**config.mk**
```make
export PLATFORM = sky130hd
export DESIGN_NAME = truth_table_capture
export DESIGN_NICKNAME = d
export VERILOG_FILES = /design/src/rtl/truth_table_capture.sv
export SDC_FILE = /design/constraint.sdc
export NUM_CORES = 1
export LEC_CHECK = 0
export CAP_MARGIN = 25
export CORE_MARGIN = 10
export CORE_UTILIZATION = 35
export CTS_CLUSTER_SIZE = 30
export DETAILED_ROUTE_END_ITERATION = 16
export HOLD_SLACK_MARGIN = 0.15
export PLACE_DENSITY = 0.58
export SLEW_MARGIN = 10
export SYNTH_ARGS = -nofsm -noshare
export SYNTH_HDL_FRONTEND = slang
export SYNTH_SLANG_ARGS = --single-unit
export TNS_END_PERCENT = 5
```
**constraint.sdc**
```tcl
create_clock -name clk -period 2.2 [get_ports clk]
set_input_delay 0.33 -clock clk [delete_from_list [all_inputs] [get_ports clk]]
set_output_delay 0.33 -clock clk [all_outputs]
set_load 0.05 [all_outputs]
```
**src/rtl/truth_table_capture.sv**
```systemverilog
// truth_table_capture: sweeps all input combinations, captures the response truth vector and checks it against an expected mask
module truth_table_capture #(
   parameter int N_IN   = 3,
   parameter int SETTLE = 1
) (
   input  logic                 clk,
   input  logic                 reset,
   input  logic                 start,
   input  logic [2**N_IN-1:0]   expected,
   input  logic                 s,
   output logic [N_IN-1:0]      vars,
   output logic                 busy,
   output logic                 done,
   output logic [2**N_IN-1:0]   tbl,
   output logic                 pass,
   output logic [N_IN:0]        err_count,
   output logic [N_IN-1:0]      first_err,
   output logic                 err_valid
);
   localparam logic [3:0] SET = 4'(SETTLE);
   typedef enum logic [1:0] {IDLE, WAIT, SAMPLE, DONE} state_t;
   state_t state, nxt;
   logic [3:0] cnt;
   logic [2**N_IN-1:0] exp_l;
   logic mis, last;
   always_comb begin
      mis  = s !== exp_l[vars];
      last = vars == '1;
      nxt  = state;
      case (state)
         IDLE:    nxt = start ? (SETTLE == 0 ? SAMPLE : WAIT) : IDLE;
         WAIT:    nxt = cnt <= 4'd1 ? SAMPLE : WAIT;
         SAMPLE:  nxt = last ? DONE : (SETTLE == 0 ? SAMPLE : WAIT);
         default: nxt = IDLE;
      endcase
      busy = state == WAIT || state == SAMPLE;
      done = state == DONE;
   end
   always_ff @(posedge clk) begin
      if (reset) begin
         state     <= IDLE;
         vars      <= '0;
         tbl       <= '0;
         pass      <= 1'b0;
         err_count <= '0;
         first_err <= '0;
         err_valid <= 1'b0;
         cnt       <= '0;
         exp_l     <= '0;
      end else begin
         state <= nxt;
         case (state)
            IDLE: if (start) begin
               exp_l     <= expected;
               tbl       <= '0;
               err_count <= '0;
               first_err <= '0;
               err_valid <= 1'b0;
               pass      <= 1'b0;
               vars      <= '0;
               cnt       <= SET;
            end
            WAIT: cnt <= cnt - 4'd1;
            SAMPLE: begin
               tbl[vars] <= s;
               if (mis) begin
                  err_count <= err_count + 1'b1;
                  if (!err_valid) begin
                     first_err <= vars;
                     err_valid <= 1'b1;
                  end
               end
               // pass folds in the final sample so it is valid alongside done
               if (last) pass <= err_count == '0 && !mis;
               else begin
                  vars <= vars + 1'b1;
                  cnt  <= SET;
               end
            end
            default: ;
         endcase
      end
   end
endmodule

```
Yosys cells after proc, flatten, opt, wreduce, memory -nomap -nowiden --
Cells that the tools add are included. W data, S select, Z words.
Storage, ports and cells: register bits 34, output and inout port bits 22, memories kept 0, memory bits (read-only) 0, RAM bits 0, logic and storage cells 68, bits in latches 0, input port bits 12
Operators by class: multiplexer cells 28, div/mod/pow operators 0, $lt $le $gt $ge 3, reduce and logical (&&, ||, !) cells 15, equal/unequal tests 10, multipliers 0, shifts and indexed selects 0, bitwise operators 0, add/subtract/negate cells 3
Operator list (count):
- $mux W4 | 4
- $pmux W8 S2 | 1
- $mux W3 | 4
- $pmux W3 S2 | 2
- $pmux W4 S3 | 1
- $reduce_and A3 Y1 | 4
- $ne A2 B2 Y1 const B | 5
- $bwmux W8 | 1
- $mux W8 | 1
- $pmux W4 S2 | 1
- $mux W1 | 6
- $pmux W2 S3 | 1
- $add A4 B1 Y4 const B | 1
- $eq A2 B2 Y1 const B | 2
- $le A4 B1 Y1 const B | 1
- $logic_not A4 Y1 | 1
- $lt A3 B4 Y1 const B | 1
- $mux W2 | 2
- $pmux W1 S2 | 2
- $reduce_and A2 Y1 | 2
- $reduce_and A4 Y1 | 1
- $sub A4 B1 Y4 const B | 1
- $add A3 B1 Y3 const B | 1
- $bmux W1 S3 | 1
- other kinds (11) | 12

Longest topological paths before layout --
depth after elaboration 7, mapped depth 8, gate-level depth less buffers 7

Worst setup path before layout --
No wires, ideal clock.
kind reg2reg, start point register vars[0], end point register cnt[3], cell stages (with the launch flop) 9, clock period less this slack 2.037 ns, data required time 2.072 ns, setup slack 0.163 ns, data arrival time 1.909 ns, cells stage by stage dfxtp_1 ha_1 ha_1 clkbuf_1 nand2_1 nor3b_2 o21ai_0 a32oi_1 nor2_1
On the way: word-level cells in the longest chain between the ends 3
Ends and longest elaborated chain:
- start: declaration | line 11 | output logic [N_IN-1:0] vars,
- start signal: assignment | line 76 | vars <= vars + 1'b1;
- $eq A3 B3 Y1 | line 28 | last = vars == '1;
- $ne A2 B2 Y1 (no source line)
- $reduce_and A3 Y1 (no source line)
- end signal: assignment | line 63 | WAIT: cnt <= cnt - 4'd1;
- end: declaration | line 23 | logic [3:0] cnt;
No other way between the ends. A chain may end at the register's enable or synchronous reset.

Worst setup path after layout --
start point register state[0], end point output port done
On the way: word-level cells in the longest chain between the ends 1
Ends and longest elaborated chain:
- start: declaration | line 22 | state_t state, nxt;
- start signal: assignment | line 51 | state <= nxt;
- $eq A2 B2 Y1 | line 37 | done = state == DONE;
- end: declaration | line 13 | output logic done,
No other way between the ends.

==> results.cfg <==
[worst_setup_path]
timing.rr.end = cnt[3]$_SDFFE_PP0P_
rr_startpoint = state[0]$_SDFF_PP0_
rr_worst_depth = 7
crit_path_max_fanout = 4
critPathSlowestCell = clkdlybuf4s50_1
critical-path-max-stage-delay_ns = 0.83
cp-start-kind = flip-flop
critical_path_class = flip-flop to output pin
cp_cell_sequence = ha_1 -> clkdlybuf4s50_1
reg2reg_slack_ns = 0.28
crit_arrival_ns = 1.71
worstSetupEndpointType = output pin
crit_required_ns = 1.87

[power]
p_sw_w = 0.000401
leakage_nw = 0.810
p_seq_share_pct = 43.8
ir_drop_mv = 0.302
clockPowerShare_pct = 38.1
cellPowerDensity_mw_per_mm2 = 665
pwr-share-comb_pct = 18.1
intPower_w = 0.00111
p_total_w = 0.00151
netSwitchingFraction_pct = 26.6

[grt]
grt_pass1_wl_mm = 7.16
antenna_found_initial = 0
grt.overflow.total = 0
grt_pass1_vias = 1508
grt_use_total_pct = 10.2
grt_max_degree = 20

[logic_synthesis]
synth-edff-count = 0
ys_seq_area_share_pct = 39.0
synth_seq_cells = 34
synth-async-reset-ratio_pct = 0
synth_flop_cell = dfxtp_1
postSynthCellCount = 214
synth_nets = 236
synth_cell_types = 39
netlist_area_mm2 = 0.00175
syn_avg_cell_area_um2 = 8.16
ys_warn_count = 0

[min_path]
hp-start = exp_l[5]$_SDFFE_PP0P_
hold_depth = 2
whs_endpoint = exp_l[5]$_SDFFE_PP0P_
hp-class = flip-flop to flip-flop

[sta]
finClkSkew_ns = 0.00598
hold_violations = 0
min_period_over_period_pct = 92.8
drv_slew = 0
rsz0062_at_grt = no
setup_viol_count_final = 0
finalCriticalPeriod_ns = 2.04
tightest_slew_ns = 0.643
setup_tns_ns = 0
slew_headroom_pct = 57.1
max_freq_ghz = 0.490

[clock_tree]
clk_path_buf_depth = 2
clock_latency_ns = 0.28
cts_buffers = 5
htreeDepth = 2
cts-root-buf = clkbuf_8
cts.sinks = 34
cts_hold_buf = 0
cts_tree = yes
clk_pin_slew_ns = 0.07

[route]
drtAntennaViolNets = 0
first_pass_iters = 4
routed_wl_mm = 4.26
vias = 1596
drtIter0Drc = 114
viasPerCell = 5.03
wl_per_cell_um = 13.4
drc = 0

[finish]
mostFrequentLayoutCell = nand2_1
layout.nets = 272
mostFrequentLayoutCells = 34 x nand2_1, 33 x dfxtp_1, 31 x clkdlybuf4s50_1, 29 x a21oi_1, 16 x nor2_1
synthToLayoutAreaGrowth_pct = 30.0
fin_area_mm2 = 0.00227
final_layout_size_suffix_gt1_share_pct = 10.0
antennaDiodeCount = 0
fillers = 496
post-route-util_pct = 47.4

[floorplan]
die_h_um = 90.6
io_pins = 34
core_area_mm2 = 0.00479
die-area_mm2 = 0.00821
die_w_um = 90.6
start_util_pct = 36.5
rows = 25

[placement]
detailed_place_hpwl_mm = 3.21
io_buffers = 33
gp_congestion = 0.878
place_area_mm2 = 0.00215

[run_status]
status = finished, final reports clean

[run]
cap_violations = 0
-- kinds of logic (layout without fill, tap and decap cells) --
kind of cell | count (synthesis) | after routing | synth area share (%)
flops | 34 | 34 | 39.0
buf+inv | 23 | 59 | 5.38
simple gates | 73 | 73 | 19.9
mux | 7 | 7 | 4.01
fa+ha+maj | 10 | 10 | 7.17
compound gates | 67 | 67 | 24.6
-- cells in the mapped netlist, types with 3 or more instances --
cell,n,share of area [%]
o21ai_0,15,4.3
clkbuf_1,6,1.3
a22oi_1,3,1.3
dfxtp_1,34,39
o32ai_1,3,1.5
nor2_1,16,3.4
nor3_1,6,1.7
nand2_1,34,7.3
mux2i_1,7,4.0
a21oi_1,29,8.3
ha_1,10,7.2
buf_1,3,0.65
inv_1,13,2.8
-- critical path, delay by kind of cell, from the launching register on --
kind | cells | cell delay (ns)
buffers and inverters | 1 | 0.83
flip-flops | 1 | 0.36
adder cells (fa/ha/maj) | 1 | 0.24
-- stage by stage --
| stage | cells | worst slack (ns) | hold WS (ns) |
|---|---|---|---|
| global route | 317 | 0.0822 | 0.478 |
| global placement | 310 | 0.258 | 0.446 |
| finish | 317 | 0.159 | 0.456 |
| CTS | 317 | 0.137 | 0.459 |
| detailed placement | 310 | 0.209 | 0.449 |
| floorplan | 214 | 0.163 | 0.436 |
-- worst max-delay path by stage --
| stage | to | startpoint | cells after the start |
|---|---|---|---|
| 2_1_floorplan | cnt[3]$_SDFFE_PP0P_ | vars[0]$_SDFFE_PP0P_ | 8 |
| 3_3_place_gp | err_count[3]$_SDFFE_PP0P_ | vars[0]$_SDFFE_PP0P_ | 5 |
| 3_5_place_dp | first_err[0]$_SDFFE_PP0P_ | vars[0]$_SDFFE_PP0P_ | 5 |
| 4_1_cts | done | state[0]$_SDFF_PP0_ | 2 |
| 5_1_grt | vars[2] | vars[2]$_SDFFE_PP0P_ | 1 |
| 6_report | done | state[0]$_SDFF_PP0_ | 2 |
-- flip-flops by register name, indices dropped and copies added, names as in the netlist --
signal	cells
state	2
cnt	4
first_err	3
tbl	8
err_valid	1
vars	3
err_count	4
exp_l	8
pass	1
-- area by class of cell --
type | count | area [um2] | area share [%]
clock buffers | 6 | 82.6 | 3.64
well taps | 67 | 83.8 | 3.70
clock inverters | 1 | 30.0 | 1.32
inverters | 13 | 48.8 | 2.15
multi-input cells | 157 | 971 | 42.8
repair buffers | 39 | 370 | 16.3
flip-flops and latches | 34 | 682 | 30.1
-- power by group through the flow --
stage	Sequential (W)	Combinational, W	Clock [W]
2_1_floorplan	0.000676	0.000185	0
3_3_place_gp	0.000675	0.000272	0
3_5_place_dp	0.000675	0.000271	0
4_1_cts	0.000661	0.000274	0.000590
5_1_grt	0.000664	0.000301	0.000612
6_report	0.000661	0.000273	0.000575
-- per-layer routing --
metal	vias up	wire length (um)	track usage, %
met5	-	0	0
met4	0	51	3.58
met3	5	233	3.08
met2	37	1910	16.5
met1	735	2070	12.5
li1	819	-	-
-- repair_timing --
action / CTS / global route
setup endpoints to repair: 0 / 2
resized for setup: 0 / 1
buffers inserted: 0 / 0
No activity file was read; power rests on OpenSTA's default activity.
